## src/rtl/tag_ram_lookup_if.sv

```systemverilog
// Lookup/write request and lookup-result bundle for tag_ram_lookup.
// The master issues lookups and tag writes; the slave (the tag RAM) returns ready and results.
interface tag_ram_lookup_if #(
    parameter int AWIDTH = 3,
    parameter int TWIDTH = 13,
    parameter int WAYS   = 2
);
    localparam int WWIDTH = (WAYS > 1) ? $clog2(WAYS) : 1;

    logic              lkp_valid;
    logic [AWIDTH-1:0] lkp_addr;
    logic [TWIDTH-1:0] lkp_tag;
    logic              wr_en;
    logic              wr_inv;
    logic [WWIDTH-1:0] wr_way;
    logic [AWIDTH-1:0] wr_addr;
    logic [TWIDTH-1:0] wr_tag;
    logic              ready;
    logic              hit_valid;
    logic              hit;
    logic [WWIDTH-1:0] hit_way;
    logic              multi_hit;

    modport master (
        output lkp_valid, lkp_addr, lkp_tag,
        output wr_en, wr_inv, wr_way, wr_addr, wr_tag,
        input  ready, hit_valid, hit, hit_way, multi_hit
    );

    modport slave (
        input  lkp_valid, lkp_addr, lkp_tag,
        input  wr_en, wr_inv, wr_way, wr_addr, wr_tag,
        output ready, hit_valid, hit, hit_way, multi_hit
    );
endinterface

```

## src/rtl/tag_ram_lookup.sv

```systemverilog
// WAYS-way set-associative tag store: DEPTH-cycle valid-clear after reset, one-cycle lookups.
// Define TAG_RAM_WR_BYPASS_EN to forward a same-edge write into a same-set lookup result.
module tag_ram_lookup #(
    parameter int AWIDTH = 3,
    parameter int TWIDTH = 13,
    parameter int WAYS   = 2
) (
    input logic             clock,
    input logic             reset_n,
    tag_ram_lookup_if.slave bus
);
    localparam int DEPTH  = 1 << AWIDTH;
    localparam int WWIDTH = (WAYS > 1) ? $clog2(WAYS) : 1;

    typedef enum logic {ST_INIT, ST_IDLE} state_t;

    state_t            state_q, state_d;
    logic [AWIDTH-1:0] init_cnt_q, init_cnt_d;
    logic              ready_q, ready_d;
    logic              hit_valid_q, hit_valid_d;

    logic [DEPTH-1:0]  valid_q [WAYS];
    logic [DEPTH-1:0]  valid_d [WAYS];
    logic [TWIDTH-1:0] tag_q   [WAYS][DEPTH];
    logic [TWIDTH-1:0] tag_d   [WAYS][DEPTH];

    logic [TWIDTH-1:0] lkp_tag_q, lkp_tag_d;
    logic [WAYS-1:0]   rd_valid_q, rd_valid_d;
    logic [TWIDTH-1:0] rd_tag_q [WAYS];
    logic [TWIDTH-1:0] rd_tag_d [WAYS];

    logic              lkp_acc;
    logic              wr_acc;
    logic [WAYS-1:0]   match;
    logic [WWIDTH-1:0] hit_way_c;

    // A request coinciding with reset is dropped, not half-applied.
    assign lkp_acc = bus.lkp_valid & ready_q & reset_n;
    assign wr_acc  = bus.wr_en & ready_q & reset_n;

    always_comb begin
        state_d    = state_q;
        init_cnt_d = init_cnt_q;
        ready_d    = ready_q;
        if (state_q == ST_INIT) begin
            init_cnt_d = init_cnt_q + 1'b1;
            if (init_cnt_q == AWIDTH'(DEPTH - 1)) begin
                state_d = ST_IDLE;
                ready_d = 1'b1;
            end
        end
    end

    always_comb begin
        valid_d = valid_q;
        tag_d   = tag_q;
        if (state_q == ST_INIT) begin
            for (int w = 0; w < WAYS; w++) begin
                valid_d[w][init_cnt_q] = 1'b0;
            end
        end else if (wr_acc) begin
            valid_d[bus.wr_way][bus.wr_addr] = ~bus.wr_inv;
            if (!bus.wr_inv) begin
                tag_d[bus.wr_way][bus.wr_addr] = bus.wr_tag;
            end
        end
    end

    // Entry contents are captured on the accepting edge, so a same-edge write is not seen unless forwarded.
    always_comb begin
        hit_valid_d = lkp_acc;
        lkp_tag_d   = lkp_tag_q;
        rd_valid_d  = rd_valid_q;
        rd_tag_d    = rd_tag_q;
        if (lkp_acc) begin
            lkp_tag_d = bus.lkp_tag;
            for (int w = 0; w < WAYS; w++) begin
                rd_valid_d[w] = valid_q[w][bus.lkp_addr];
                rd_tag_d[w]   = tag_q[w][bus.lkp_addr];
`ifdef TAG_RAM_WR_BYPASS_EN
                if (wr_acc && (bus.wr_addr == bus.lkp_addr) && (bus.wr_way == WWIDTH'(w))) begin
                    rd_valid_d[w] = ~bus.wr_inv;
                    if (!bus.wr_inv) begin
                        rd_tag_d[w] = bus.wr_tag;
                    end
                end
`endif
            end
        end
    end

    always_ff @(posedge clock) begin
        if (!reset_n) begin
            state_q     <= ST_INIT;
            init_cnt_q  <= '0;
            ready_q     <= 1'b0;
            hit_valid_q <= 1'b0;
        end else begin
            state_q     <= state_d;
            init_cnt_q  <= init_cnt_d;
            ready_q     <= ready_d;
            hit_valid_q <= hit_valid_d;
        end
    end

    always_ff @(posedge clock) begin
        valid_q    <= valid_d;
        tag_q      <= tag_d;
        lkp_tag_q  <= lkp_tag_d;
        rd_valid_q <= rd_valid_d;
        rd_tag_q   <= rd_tag_d;
    end

    always_comb begin
        match     = '0;
        hit_way_c = '0;
        for (int w = 0; w < WAYS; w++) begin
            match[w] = rd_valid_q[w] && (rd_tag_q[w] == lkp_tag_q);
        end
        for (int w = WAYS - 1; w >= 0; w--) begin
            if (match[w]) begin
                hit_way_c = WWIDTH'(w);
            end
        end
    end

    assign bus.ready     = ready_q;
    assign bus.hit_valid = hit_valid_q;
    assign bus.hit       = hit_valid_q & (|match);
    assign bus.multi_hit = hit_valid_q & ($countones(match) > 1);
    assign bus.hit_way   = hit_valid_q ? hit_way_c : '0;
endmodule

```

## src/flat_wrapper.sv

```systemverilog
// flat-port wrapper written by rule: the top's interface ports become plain ports
module tag_ram_lookup_flat 
#(
    parameter int AWIDTH = 3,
    parameter int TWIDTH = 13,
    parameter int WAYS   = 2
)
  (clock, reset_n, bus_lkp_valid, bus_lkp_addr, bus_lkp_tag, bus_wr_en, bus_wr_inv, bus_wr_way, bus_wr_addr, bus_wr_tag, bus_ready, bus_hit_valid, bus_hit, bus_hit_way, bus_multi_hit);
  tag_ram_lookup_if #(.AWIDTH(AWIDTH), .TWIDTH(TWIDTH), .WAYS(WAYS)) bus_i ();
  input logic clock;
  input logic reset_n;
  input wire logic [$bits(bus_i.lkp_valid)-1:0] bus_lkp_valid;
  input wire logic [$bits(bus_i.lkp_addr)-1:0] bus_lkp_addr;
  input wire logic [$bits(bus_i.lkp_tag)-1:0] bus_lkp_tag;
  input wire logic [$bits(bus_i.wr_en)-1:0] bus_wr_en;
  input wire logic [$bits(bus_i.wr_inv)-1:0] bus_wr_inv;
  input wire logic [$bits(bus_i.wr_way)-1:0] bus_wr_way;
  input wire logic [$bits(bus_i.wr_addr)-1:0] bus_wr_addr;
  input wire logic [$bits(bus_i.wr_tag)-1:0] bus_wr_tag;
  output wire logic [$bits(bus_i.ready)-1:0] bus_ready;
  output wire logic [$bits(bus_i.hit_valid)-1:0] bus_hit_valid;
  output wire logic [$bits(bus_i.hit)-1:0] bus_hit;
  output wire logic [$bits(bus_i.hit_way)-1:0] bus_hit_way;
  output wire logic [$bits(bus_i.multi_hit)-1:0] bus_multi_hit;
  assign bus_i.lkp_valid = bus_lkp_valid;
  assign bus_i.lkp_addr = bus_lkp_addr;
  assign bus_i.lkp_tag = bus_lkp_tag;
  assign bus_i.wr_en = bus_wr_en;
  assign bus_i.wr_inv = bus_wr_inv;
  assign bus_i.wr_way = bus_wr_way;
  assign bus_i.wr_addr = bus_wr_addr;
  assign bus_i.wr_tag = bus_wr_tag;
  assign bus_ready = bus_i.ready;
  assign bus_hit_valid = bus_i.hit_valid;
  assign bus_hit = bus_i.hit;
  assign bus_hit_way = bus_i.hit_way;
  assign bus_multi_hit = bus_i.multi_hit;
  tag_ram_lookup #(.AWIDTH(AWIDTH), .TWIDTH(TWIDTH), .WAYS(WAYS)) u_core (.clock(clock), .reset_n(reset_n), .bus(bus_i));
endmodule
```

## config.mk

```make
export PLATFORM = sky130hd
export DESIGN_NAME = tag_ram_lookup_flat
export DESIGN_NICKNAME = d
export VERILOG_FILES = /design/src/rtl/tag_ram_lookup_if.sv /design/src/rtl/tag_ram_lookup.sv /design/src/flat_wrapper.sv
export SDC_FILE = /design/constraint.sdc
export NUM_CORES = 1
export LEC_CHECK = 0
export BUFFER_PORTS_ARGS = -buffer_cell sky130_fd_sc_hd__buf_2
export CAP_MARGIN = 20
export CORE_ASPECT_RATIO = 1.5
export CORE_MARGIN = 2
export CORE_UTILIZATION = 41
export DETAILED_ROUTE_END_ITERATION = 6
export REMOVE_ABC_BUFFERS = 1
export SLEW_MARGIN = 10
export SYNTH_ARGS = -nofsm -noshare
export SYNTH_HDL_FRONTEND = slang
export SYNTH_SLANG_ARGS = --single-unit
```

## constraint.sdc

```tcl
create_clock -name clock -period 1.7 [get_ports clock]
set_input_delay 0 -clock clock [delete_from_list [all_inputs] [get_ports clock]]
set_output_delay 0 -clock clock [all_outputs]
set_load 0.02 [all_outputs]
```

After elaboration in Yosys (flattened, before gate mapping)
Index checks and enable logic that the tools add are counted.

storage, ports and cells
  flip-flop bits (word level) = 271
  bits in latches = 0
  RAM bits = 0
  bits in read-only memories = 0
  input bits = 38
  output and inout bits = 5
  logic and storage cells = 95
  memories = 0

operators by class
  add/subtract/negate cells = 2
  $mul = 0
  divide/modulo/power cells = 0
  magnitude comparators = 11
  equality and inequality tests = 4
  shift-type cells = 0
  muxes and demuxes = 29
  bitwise logic cells = 14
  reduce and logical (&&, ||, !) cells = 9

operator list
  operator             number
  $bwmux 208           1
  $demux 104 s1        1
  $mux 104             1
  $bmux 13 s3          2
  $mux 13              5
  $demux 13 s3         1
  $gt 32x2->1 const B  1
  $mux 16              2
  $eq 13x13->1         2
  $and 8x8->8          2
  $bwmux 16            1
  $lt 3x4->1 const B   3
  $mux 1               9
  $demux 8 s1          1
  $ge 4x4->1 const B   2
  $mux 8               1
  $not 3->4            2
  $not 8->8            1
  $and 1x1->1          6
  $bmux 1 s3           2
  $demux 1 s3          2
  $ge 3x1->1 const B   2
  $logic_and 1x1->1    6
  $lt 4x1->1 const B   1
  11 further kinds     12

Depth between registers and ports, before layout
Gate-level depths: netlist of the first run.

  depth in word-level cells = 9
  depth in mapped cells = 4
  gate-level depth less buffers = 4

Worst setup path before layout of the first run
OpenSTA, ideal clock, no wires.

  path kind = reg2reg
  start point = register u_core.ready_q, in the netlist u_core.bus.ready
  end point = register u_core.lkp_tag_q[0], enable pin
  setup time = 0.403 ns
  arrival time = 1.555 ns
  required time = 1.297 ns
  slack = -0.257 ns
  stages on the path, launching flop included = 2
  buffers on the path = 0
  clock period less this slack = 1.957 ns
  cells stage by stage = dfxtp_1 > and3_1

between the ends
  cells in the longest elaborated chain, start to end = 2

RTL lines
  element                   line                   text
  start: declaration        tag_ram_lookup.sv:19   logic ready_q, ready_d;
  start signal: assignment  tag_ram_lookup.sv:101  ready_q <= ready_d;
  $and 1x1->1 (2 in a row)  tag_ram_lookup.sv:38   assign lkp_acc = bus.lkp_valid & ready_q & reset_n;
  via u_core.hit_valid_d    tag_ram_lookup.sv:20   logic hit_valid_q, hit_valid_d;
  end signal: assignment    tag_ram_lookup.sv:109  lkp_tag_q <= lkp_tag_d;
  end: declaration          tag_ram_lookup.sv:27   logic [TWIDTH-1:0] lkp_tag_q, lkp_tag_d;

The timed path passes the listed nets, and every way through them passes these cells.
A chain may end at the register's enable or synchronous reset.

Worst setup path after layout of the first run
  start point = register u_core.lkp_tag_q[12]
  end point = output port bus_hit_way

between the ends
  cells in the longest elaborated chain, start to end = 5
  elaborated cells between the ends (all ways) = 7
  those cells by class = 2 x eq/ne; 3 x mux; 2 x reduce/logical

RTL lines
  element            line                   text
  $eq 13x13->1       tag_ram_lookup.sv:118  match[w] = rd_valid_q[w] && (rd_tag_q[w] == lkp_tag_q);
  $logic_and 1x1->1  tag_ram_lookup.sv:118
  $mux 1             tag_ram_lookup.sv:121  if (match[w]) begin
  $mux 1 (*)         tag_ram_lookup.sv:121
  $mux 1 (*)         tag_ram_lookup.sv:131  assign bus.hit_way = hit_valid_q ? hit_way_c : '0;
  end: declaration   flat_wrapper.sv:23     output wire logic [$bits(bus_i.hit_way)-1:0] bus_hit_way;

Every way passes the cells marked *; elsewhere a longest branch is shown, timed or not.

==> results.cfg, run 1 <==
[outcome]
status = finished, violations left
failed_checks = negative setup slack

[worst_setup_path]
critPathSlowestCell = or4_1
crit_arrival_ns = 2.16
r2r-end = u_core.tag_q[51]
cpPeakStageDelay_ns = 0.44
crit_chain = xnor2_1, nand4_1, or4_1, a31oi_1, buf_4
crit_buf_inv = 1
crit_required_ns = 1.70
crit_type = reg -> out
crit_family = simple AND/OR/NAND/NOR gates
start_kind = flip-flop
critPathCaptureType = primary output
reg2regPathDepth = 5
r2r-start = u_core.bus.ready
rrSetupSlack_ns = 0.15
crit_fanout = 2

[job]
drv_cap = 0

[detailed_routing]
num_vias = 5313
drt_wl_total_um = 23200
drtIter0Drc = 435
wl_per_cell_um = 23.5
dr.pass1.iters = 5
drtAntennaViolNets = 0
vias_per_cell = 5.40
drc = 0

[timing]
max_freq_mhz = 463
slew_headroom_pct = 66.2
finalHoldViolCount = 0
rsz0062_at_grt = true
maxSlewViolCount = 0
clock_skew_ns = 0.00643
period_share_pct = 127
layout_setup_ws_ns = -0.460
finalCriticalPeriod_ns = 2.16
worst_pin_slew_ns = 0.508
setup_viol = 3

[yosys]
synth-edff-count = 265
synthesis.area_um2 = 10700
yosysWarnings = 0
synth.distinct_cells = 40
synth_top_cell_area_share_pct = 74.3
synth_ff_type = edfxtp_1
post-synth-top-count-cell = edfxtp_1
synth_area_leaders = edfxtp_1 74%, mux4_2 11%, mux2_2 2.9%
netlist_top_cells_count = 265 x edfxtp_1, 50 x mux4_2, 28 x mux2_2
synth_cells = 524
post_synth.cell_area_avg_um2 = 20.4
synth_top_area_cell = edfxtp_1
ys_seq_area_share_pct = 75.4
async_flop_share_pct = 0
synth.ff_latch_count = 271

[global_routing]
grt_max_degree = 42
grt_first_pass_wirelength_um = 34600
grt_antenna_before_repair = 0
grt-ovfl-total = 0
grtUsageTotal_pct = 17.3
grt_pass1_vias = 5656

[final_layout]
multiInputGateArea_um2 = 2570
drive_gt1_share_pct = 32.1
antennaDiodeCount = 0
final-seq-area_um2 = 8080
fin_nets = 674
utilization_pct = 50.2
area_growth_pct = 20.8
fill_cells = 2116

[worst_hold_path]
hold_depth = 2
min_from = bus_lkp_addr[2]
min_to = u_core.rd_tag_q[23]
hold_path_class = in -> reg

[pwr]
intPower_mw = 10.9
p_sw_mw = 2.72
power.share.switching_pct = 19.9
p_leak_nw = 4.22
pwr-share-seq_pct = 55.2
p_per_area_nw_per_um2 = 1060
ir_worst_vdd_uv = 926
p_comb_share_pct = 5.1
p_clk_share_pct = 39.7

[floorplanning]
die_area_um2 = 27500
die_h_um = 202
initial_core_util_pct = 41.6
core_area_um2 = 25800
die_w_um = 136
fp-row-count = 72
ios = 43

[clocking]
root_buffer = clkbuf_16
cts_tree = built
clockBufferDepth = 3
htree_levels = 1
clk_pin_slew_ns = 0.07
clock_latency_ns = 0.52
clock-sinks = 271
cts_buffers = 25

[placed_design]
numPortBuffers = 42
dp_hpwl_um = 14700
dp_slack_ns = 0.00902
finalWeightedCongestion = 0.817
[area by class of cell]
| class | instances | share of cell area, % |
|---|---|---|
| Clock inverter | 9 | 0.793 |
| Sequential cell | 271 | 62.4 |
| Multi-Input combinational cell | 222 | 19.9 |
| Clock buffer | 35 | 5.28 |
| Tap cell | 333 | 3.22 |
| Timing Repair Buffer | 106 | 8.16 |
| Inverter | 8 | 0.232 |
[logic make-up after synthesis]
kind of cell               count (synthesis)  synth area share [%]
DFF                                      271                  75.4
muxes                                     86                  15.1
and+or+nand+nor                           63                  2.87
AOI/OAI and AO/OA                         48                  2.97
buffers and inverters                     31                  1.51
xor gates and xnor gates                  23                  1.88
adders and majority gates                  2                 0.234
[cells in the final DEF, fill, tap and decap left out, drive strengths merged, types with 9 or more instances in the layout]
cell type,instances
nor2,21
inv,10
dlygate4sd3,33
nand2,14
a22o,9
mux2,28
clkbuf,35
edfxtp,265
xnor2,20
mux4,56
o21ai,21
buf,73
[metal layers]
| metal | track usage [%] | vias up | routed length [µm] |
|---|---|---|---|
| met4 | 5.73 | 0 | 722 |
| met1 | 21.1 | 2751 | 8850 |
| met3 | 1.91 | 45 | 926 |
| met2 | 31.6 | 148 | 12700 |
| li1 | - | 2369 | - |
| met5 | 0 | - | 0 |
[flip-flops by register name, summed over array words and instances (netlist names)]
name / cells
u_core.bus.hit_valid: 1
u_core.rd_tag_q: 26
u_core.lkp_tag_q: 13
u_core.tag_q: 208
u_core.rd_valid_q: 2
u_core.valid_q: 16
u_core.init_cnt_q: 3
u_core.bus.ready: 1
u_core.state_q: 1
[worst max path at each step]
stage | slack (ns) | end | startpoint | depth (start not counted)
2_1_floorplan | -0.52 | u_core.tag_q[100] | u_core.state_q | 3
3_3_place_gp | 0.004 | bus_hit_way | u_core.lkp_tag_q[8] | 5
3_5_place_dp | 0.009 | bus_hit_way | u_core.lkp_tag_q[8] | 5
4_1_cts | -0.50 | bus_hit_way | u_core.rd_tag_q[3] | 5
5_1_grt | -0.52 | bus_hit_way | u_core.lkp_tag_q[2] | 5
6_report | -0.46 | bus_hit_way | u_core.lkp_tag_q[12] | 5
[power by group through the flow]
stage / Sequential, mW / Combinational (mW) / Clock, mW
global route: 7.55 / 0.759 / 5.75
finish: 7.55 / 0.694 / 5.42
floorplan: 7.64 / 0.327 / 0
CTS: 7.54 / 0.699 / 5.53
global placement: 7.68 / 0.613 / 0
detailed placement: 7.69 / 0.634 / 0
[worst reg2reg max path: stages, from the launching register on]
cell and delay, ns:
dfxtp_1 0.39, nand3_2 0.13, nor2_2 0.16, nand2_1 0.14, nor2_1 0.23, buf_12 0.20
[per-stage QoR]
stage          cells  area, µm²  TNS [ns]  power [mW]  hold slack (ns)
5_1_grt          984      12900     -1.43        14.1           0.0291
4_1_cts          982      12800     -1.33        13.8           0.0215
3_3_place_gp     905      11700         0        8.29            0.183
2_1_floorplan    501      10600   -109.99        7.97           0.0989
6_report         984      12900     -1.22        13.7           0.0311
3_5_place_dp     905      11700         0        8.32            0.183
[what timing repair did]
action / in CTS / in global routing
pin swaps: 4 / 8
hold buffers: 33 / 0
resized for setup: 4 / 20
endpoints found under the hold margin: 240 / 0
endpoints found under the setup margin: 3 / 211
buffers inserted: 0 / 2
Power figures use the tool's default switching activity.
==> run 2: changes to the inputs <==
==> constraint.sdc (replaced) <==
create_clock -name clock -period 1.8 [get_ports clock]
set_input_delay 0 -clock clock [delete_from_list [all_inputs] [get_ports clock]]
set_output_delay 0 -clock clock [all_outputs]
set_load 0.02 [all_outputs]
==> results.cfg, run 2 (same netlist as run 1, synthesis figures left out) <==
[outcome]
status = finished, violations left
failed_checks = negative setup slack

[job]
drv_cap = 0

[clocking]
cts_tree = built
htree_levels = 1
clk_pin_slew_ns = 0.06
clock_latency_ns = 0.51
clockBufferDepth = 3
cts_buffers = 25
clock-sinks = 271
root_buffer = clkbuf_16

[floorplanning]
initial_core_util_pct = 41.6
die_h_um = 202
core_area_um2 = 25800
die_w_um = 136
fp-row-count = 72
die_area_um2 = 27500
ios = 43

[detailed_routing]
drc = 0
drt_wl_total_um = 23000
num_vias = 5382
drtIter0Drc = 441
vias_per_cell = 5.43
wl_per_cell_um = 23.2
dr.pass1.iters = 4
drtAntennaViolNets = 0

[final_layout]
area_growth_pct = 20.4
fin_nets = 681
drive_gt1_share_pct = 31.0
largestRegisters = u_core.tag_q (208), u_core.rd_tag_q (26), u_core.valid_q (16)
stdcell_area_um2 = 12900
final_common_cell = edfxtp_1
final_cell_mix = 265 x edfxtp_1, 50 x mux4_2, 40 x buf_2, 34 x dlygate4sd3_1, 28 x mux2_2
top_register = u_core.tag_q
stdcell_count = 991
antennaDiodeCount = 0
largest_register_ffs = 208
utilization_pct = 50.1

[timing]
clock_skew_ns = 0.0156
layout_setup_ws_ns = -0.346
setup_viol = 3
maxSlewViolCount = 0
rsz0062_at_grt = true
tns_ns = -0.910
finalHoldViolCount = 0
period_share_pct = 119
slew_headroom_pct = 66.0
max_freq_mhz = 466
finalCriticalPeriod_ns = 2.15
worst_pin_slew_ns = 0.510

[worst_setup_path]
crit_chain = xnor2_1, nand4_1, or4_1, a31oi_1, buf_4
setup.worst_path.start = u_core.lkp_tag_q[6]
crit_type = reg -> out
crit_arrival_ns = 2.15
critPathCaptureType = primary output
cpPeakStageDelay_ns = 0.52
start_kind = flip-flop
crit_required_ns = 1.80
critPathSlowestCell = or4_1
crit_fanout = 3
r2r-start = u_core.state_q

[global_routing]
grt_max_degree = 57
grt_pass1_vias = 5682
grt-ovfl-total = 0
grtUsageTotal_pct = 16.9
grt_antenna_before_repair = 0
grt_first_pass_wirelength_um = 34100

[pwr]
p_per_area_nw_per_um2 = 1020
finalPower_mw = 13.2
p_leak_nw = 4.24
ir_worst_vdd_uv = 606

[placed_design]
finalWeightedCongestion = 0.828
numPortBuffers = 42
place_area_um2 = 11600
dp_hpwl_um = 14700
dpl.cell_count = 910

[worst_hold_path]
hold_path_class = in -> reg
min_from = bus_wr_inv
run 2: cell count changes in the layout (fill, tap and decap cells not counted), sizes merged:
cell	change
buf	+6
bufinv	+3
clkinvlp	+1
clkbuf	-8
inv	-1
clkinv	+5
dlygate4sd3	+1
run 2: metrics by stage:
step                hold slack [ns]  setup WS [ns]
floorplan                    0.0989         -0.422
CTS                          0.0386         -0.415
global route                 0.0489         -0.479
global placement              0.182         0.0791
finish                       0.0641         -0.346
detailed placement            0.179         0.0663
run 2: path summary, 6_finish.rpt:
check / endpoint / slack (ns) / cells past startpoint
setup / recovery: bus_hit_way / -0.35 / 5
hold / removal: u_core.valid_q[5] / 0.06 / 4
setup reg to reg: u_core.tag_q[195] / 0.13 / 5
hold reg to reg: u_core.bus.ready / 0.56 / 1
run 2: power by group:
part / internal, mW / leakage [nW] / switching, mW
combinational: 0.343 / 1.36 / 0.306
sequential: 7.05 / 2.48 / 0.0646
clock: 3.25 / 0.405 / 2.16
run 2: worst max-delay path: cells and delay by family, from the launching register on:
| family | cells | cell delay, ns |
|---|---|---|
| simple gates | 2 | 0.67 |
| flops | 1 | 0.43 |
| xor+xnor | 1 | 0.18 |
| compound gates | 1 | 0.18 |
| buf+inv | 1 | 0.17 |
run 2: routing by layer:
metal / GRT usage (%) / vias to the layer above / wire [µm] / part of all wire (%)
li1: - / 2382 / - / -
met1: 21.3 / 2809 / 9070 / 39
met2: 30.7 / 157 / 12400 / 54
met3: 2.16 / 34 / 1060 / 4.6
met4: 4.61 / 0 / 502 / 2.2
met5: 0 / - / 0 / 0
run 2: layout make-up:
type,count,area (µm²)
fillers,2095,12900
flip-flops and latches,271,8080
multi-input cells,222,2520
repair buffers,113,1010
clock buffers,27,633
well taps,333,417
clock inverters,17,210
inverters,8,30.0
run 2: timing repair:
action | 4_1_cts | 5_1_grt
endpoints found under the setup margin | 3 | 96
hold buffers | 34 | 0
setup buffers | 1 | 2
gates resized for setup | 4 | 8
endpoints found under the hold margin | 242 | 0
pin swaps | 6 | 5
==> run 3: changes to the inputs <==
--- a/config.mk
+++ b/config.mk
@@ -7,7 +7,6 @@
 export LEC_CHECK = 0
 export BUFFER_PORTS_ARGS = -buffer_cell sky130_fd_sc_hd__buf_2
 export CAP_MARGIN = 20
-export CORE_ASPECT_RATIO = 1.5
 export CORE_MARGIN = 2
 export CORE_UTILIZATION = 41
 export DETAILED_ROUTE_END_ITERATION = 6
==> results.cfg, run 3 (same netlist as run 1, synthesis figures left out) <==
[placed_design]
dp_hpwl_um = 15500
dp_slack_ns = 0.0246
dpl.cell_count = 923
numPortBuffers = 42
place_area_um2 = 11600
finalWeightedCongestion = 0.803

[outcome]
status = finished, violations left
failed_checks = negative setup slack

[final_layout]
area_growth_pct = 20.0
final_common_cell = edfxtp_1
antennaDiodeCount = 0
stdcell_area_um2 = 12800
fill_cells = 2109
drive_gt1_share_pct = 32.8
top_register = u_core.tag_q
largest_register_ffs = 208
stdcell_count = 1011
fin_nets = 696
largestRegisters = u_core.tag_q (208), u_core.rd_tag_q (26), u_core.valid_q (16)
final_cell_mix = 265 x edfxtp_1, 50 x mux4_2, 48 x buf_4, 39 x buf_2, 33 x dlygate4sd3_1

[timing]
maxSlewViolCount = 0
layout_setup_ws_ns = -0.339
setup_viol = 3
worst_pin_slew_ns = 0.531
finalHoldViolCount = 0
period_share_pct = 119
max_freq_mhz = 468
finalCriticalPeriod_ns = 2.14
clock_skew_ns = 0.0161
slew_headroom_pct = 64.3
hold-worst-slack_ns = 0.0384
rsz0062_at_grt = true

[clocking]
clock_latency_ns = 0.53
cts_buffers = 27
cts_tree = built
root_buffer = clkbuf_16
clock-sinks = 271
clk_pin_slew_ns = 0.06
clockBufferDepth = 3
htree_levels = 1

[detailed_routing]
drt_wl_total_um = 23100
vias_per_cell = 5.34
wl_met1_um = 10200
topRoutingLayerUsed = met4
drtIter0Drc = 487
num_vias = 5401
wl_met3_um = 939
drtAntennaViolNets = 0
wl_per_cell_um = 22.9
drc = 0
dr.pass1.iters = 5
wl_met2_um = 11600

[pwr]
ir_worst_vdd_uv = 623
p_leak_nw = 4.29
p_per_area_nw_per_um2 = 995

[floorplanning]
die_area_um2 = 27400
ios = 43
core_area_um2 = 25800
die_h_um = 166
initial_core_util_pct = 41.5
die_w_um = 166
fp-row-count = 59

[job]
drv_cap = 0

[global_routing]
grtUsageTotal_pct = 17.1
grt_pass1_vias = 5742
grt-ovfl-total = 0
grt_max_degree = 55
grt_first_pass_wirelength_um = 35700
grt_antenna_before_repair = 0

[worst_setup_path]
critPathCaptureType = primary output
crit_fanout = 2
crit_arrival_ns = 2.14
crit_chain = xnor2_1, nand4_1, or4_1, a31oi_1, buf_4
critPathSlowestCell = or4_1
crit_type = reg -> out
crit_required_ns = 1.80
start_kind = flip-flop
cpPeakStageDelay_ns = 0.53

[worst_hold_path]
hold_path_class = in -> reg
-- run 3: cell count changes in the layout (fill, tap and decap cells not counted), sizes merged --
cell         delta
clkbuf          +2
buf            +14
clkinv          +8
inv             +1
bufinv          -5
clkinvlp        -1
dlygate4sd3     -1
-- run 3: worst max-delay path, delay by kind of cell (launching register included) --
kind,cells,cell delay (ns)
flops,1,0.43
compound gates,1,0.19
simple gates,2,0.65
xor+xnor,1,0.17
buf+inv,1,0.18
-- run 3: routing by layer --
metal,vias to the layer above,global-route usage (%)
met2,136,29.4
met5,-,0
li1,2420,-
met3,27,2.10
met1,2818,23.4
met4,0,3.93
-- run 3: final timing paths --
check / from / slack [ns] / depth (start not counted) / endpoint
min reg2reg: u_core.valid_q[13] / 0.56 / 2 / u_core.valid_q[13]
min: bus_wr_inv / 0.04 / 4 / u_core.valid_q[5]
max: u_core.lkp_tag_q[7] / -0.34 / 5 / bus_hit_way
max reg2reg: u_core.bus.ready / 0.14 / 5 / u_core.tag_q[102]
-- run 3: layout make-up --
type | count | area [µm²] | area share (%)
clock buffer | 29 | 683 | 5.32
multi-input combinational | 222 | 2540 | 19.8
inverter | 8 | 30.0 | 0.234
tap | 335 | 419 | 3.26
sequential | 271 | 8080 | 62.9
clock inverter | 20 | 100 | 0.779
timing repair buffer | 126 | 997 | 7.76
-- run 3: what timing repair did --
item | in CTS | in global routing
setup endpoints to repair | 3 | 36
pin swaps | 8 | 3
endpoints found under the hold margin | 237 | 0
gates resized for setup | 8 | 6
hold buffers | 33 | 0
setup buffers | 4 | 2
-- run 3: metrics by stage --
stage	setup TNS (ns)	total power, mW	utilization, %
final	-0.983	12.8	49.7
after global routing	-1.41	13.2	49.7
after CTS	-0.970	12.9	49.5
after detailed placement	0	7.87	44.9
after global placement	-0.0149	7.84	44.9
after floorplan	-85.09	7.53	-
-- run 3: report_power, final --
part           total (mW)  internal [mW]  switching, mW  leakage (nW)
clock network        5.00           2.74           2.26         0.392
registers            7.12           7.05         0.0706          2.48
logic               0.671          0.341          0.330          1.43
total                12.8           10.1           2.66          4.29
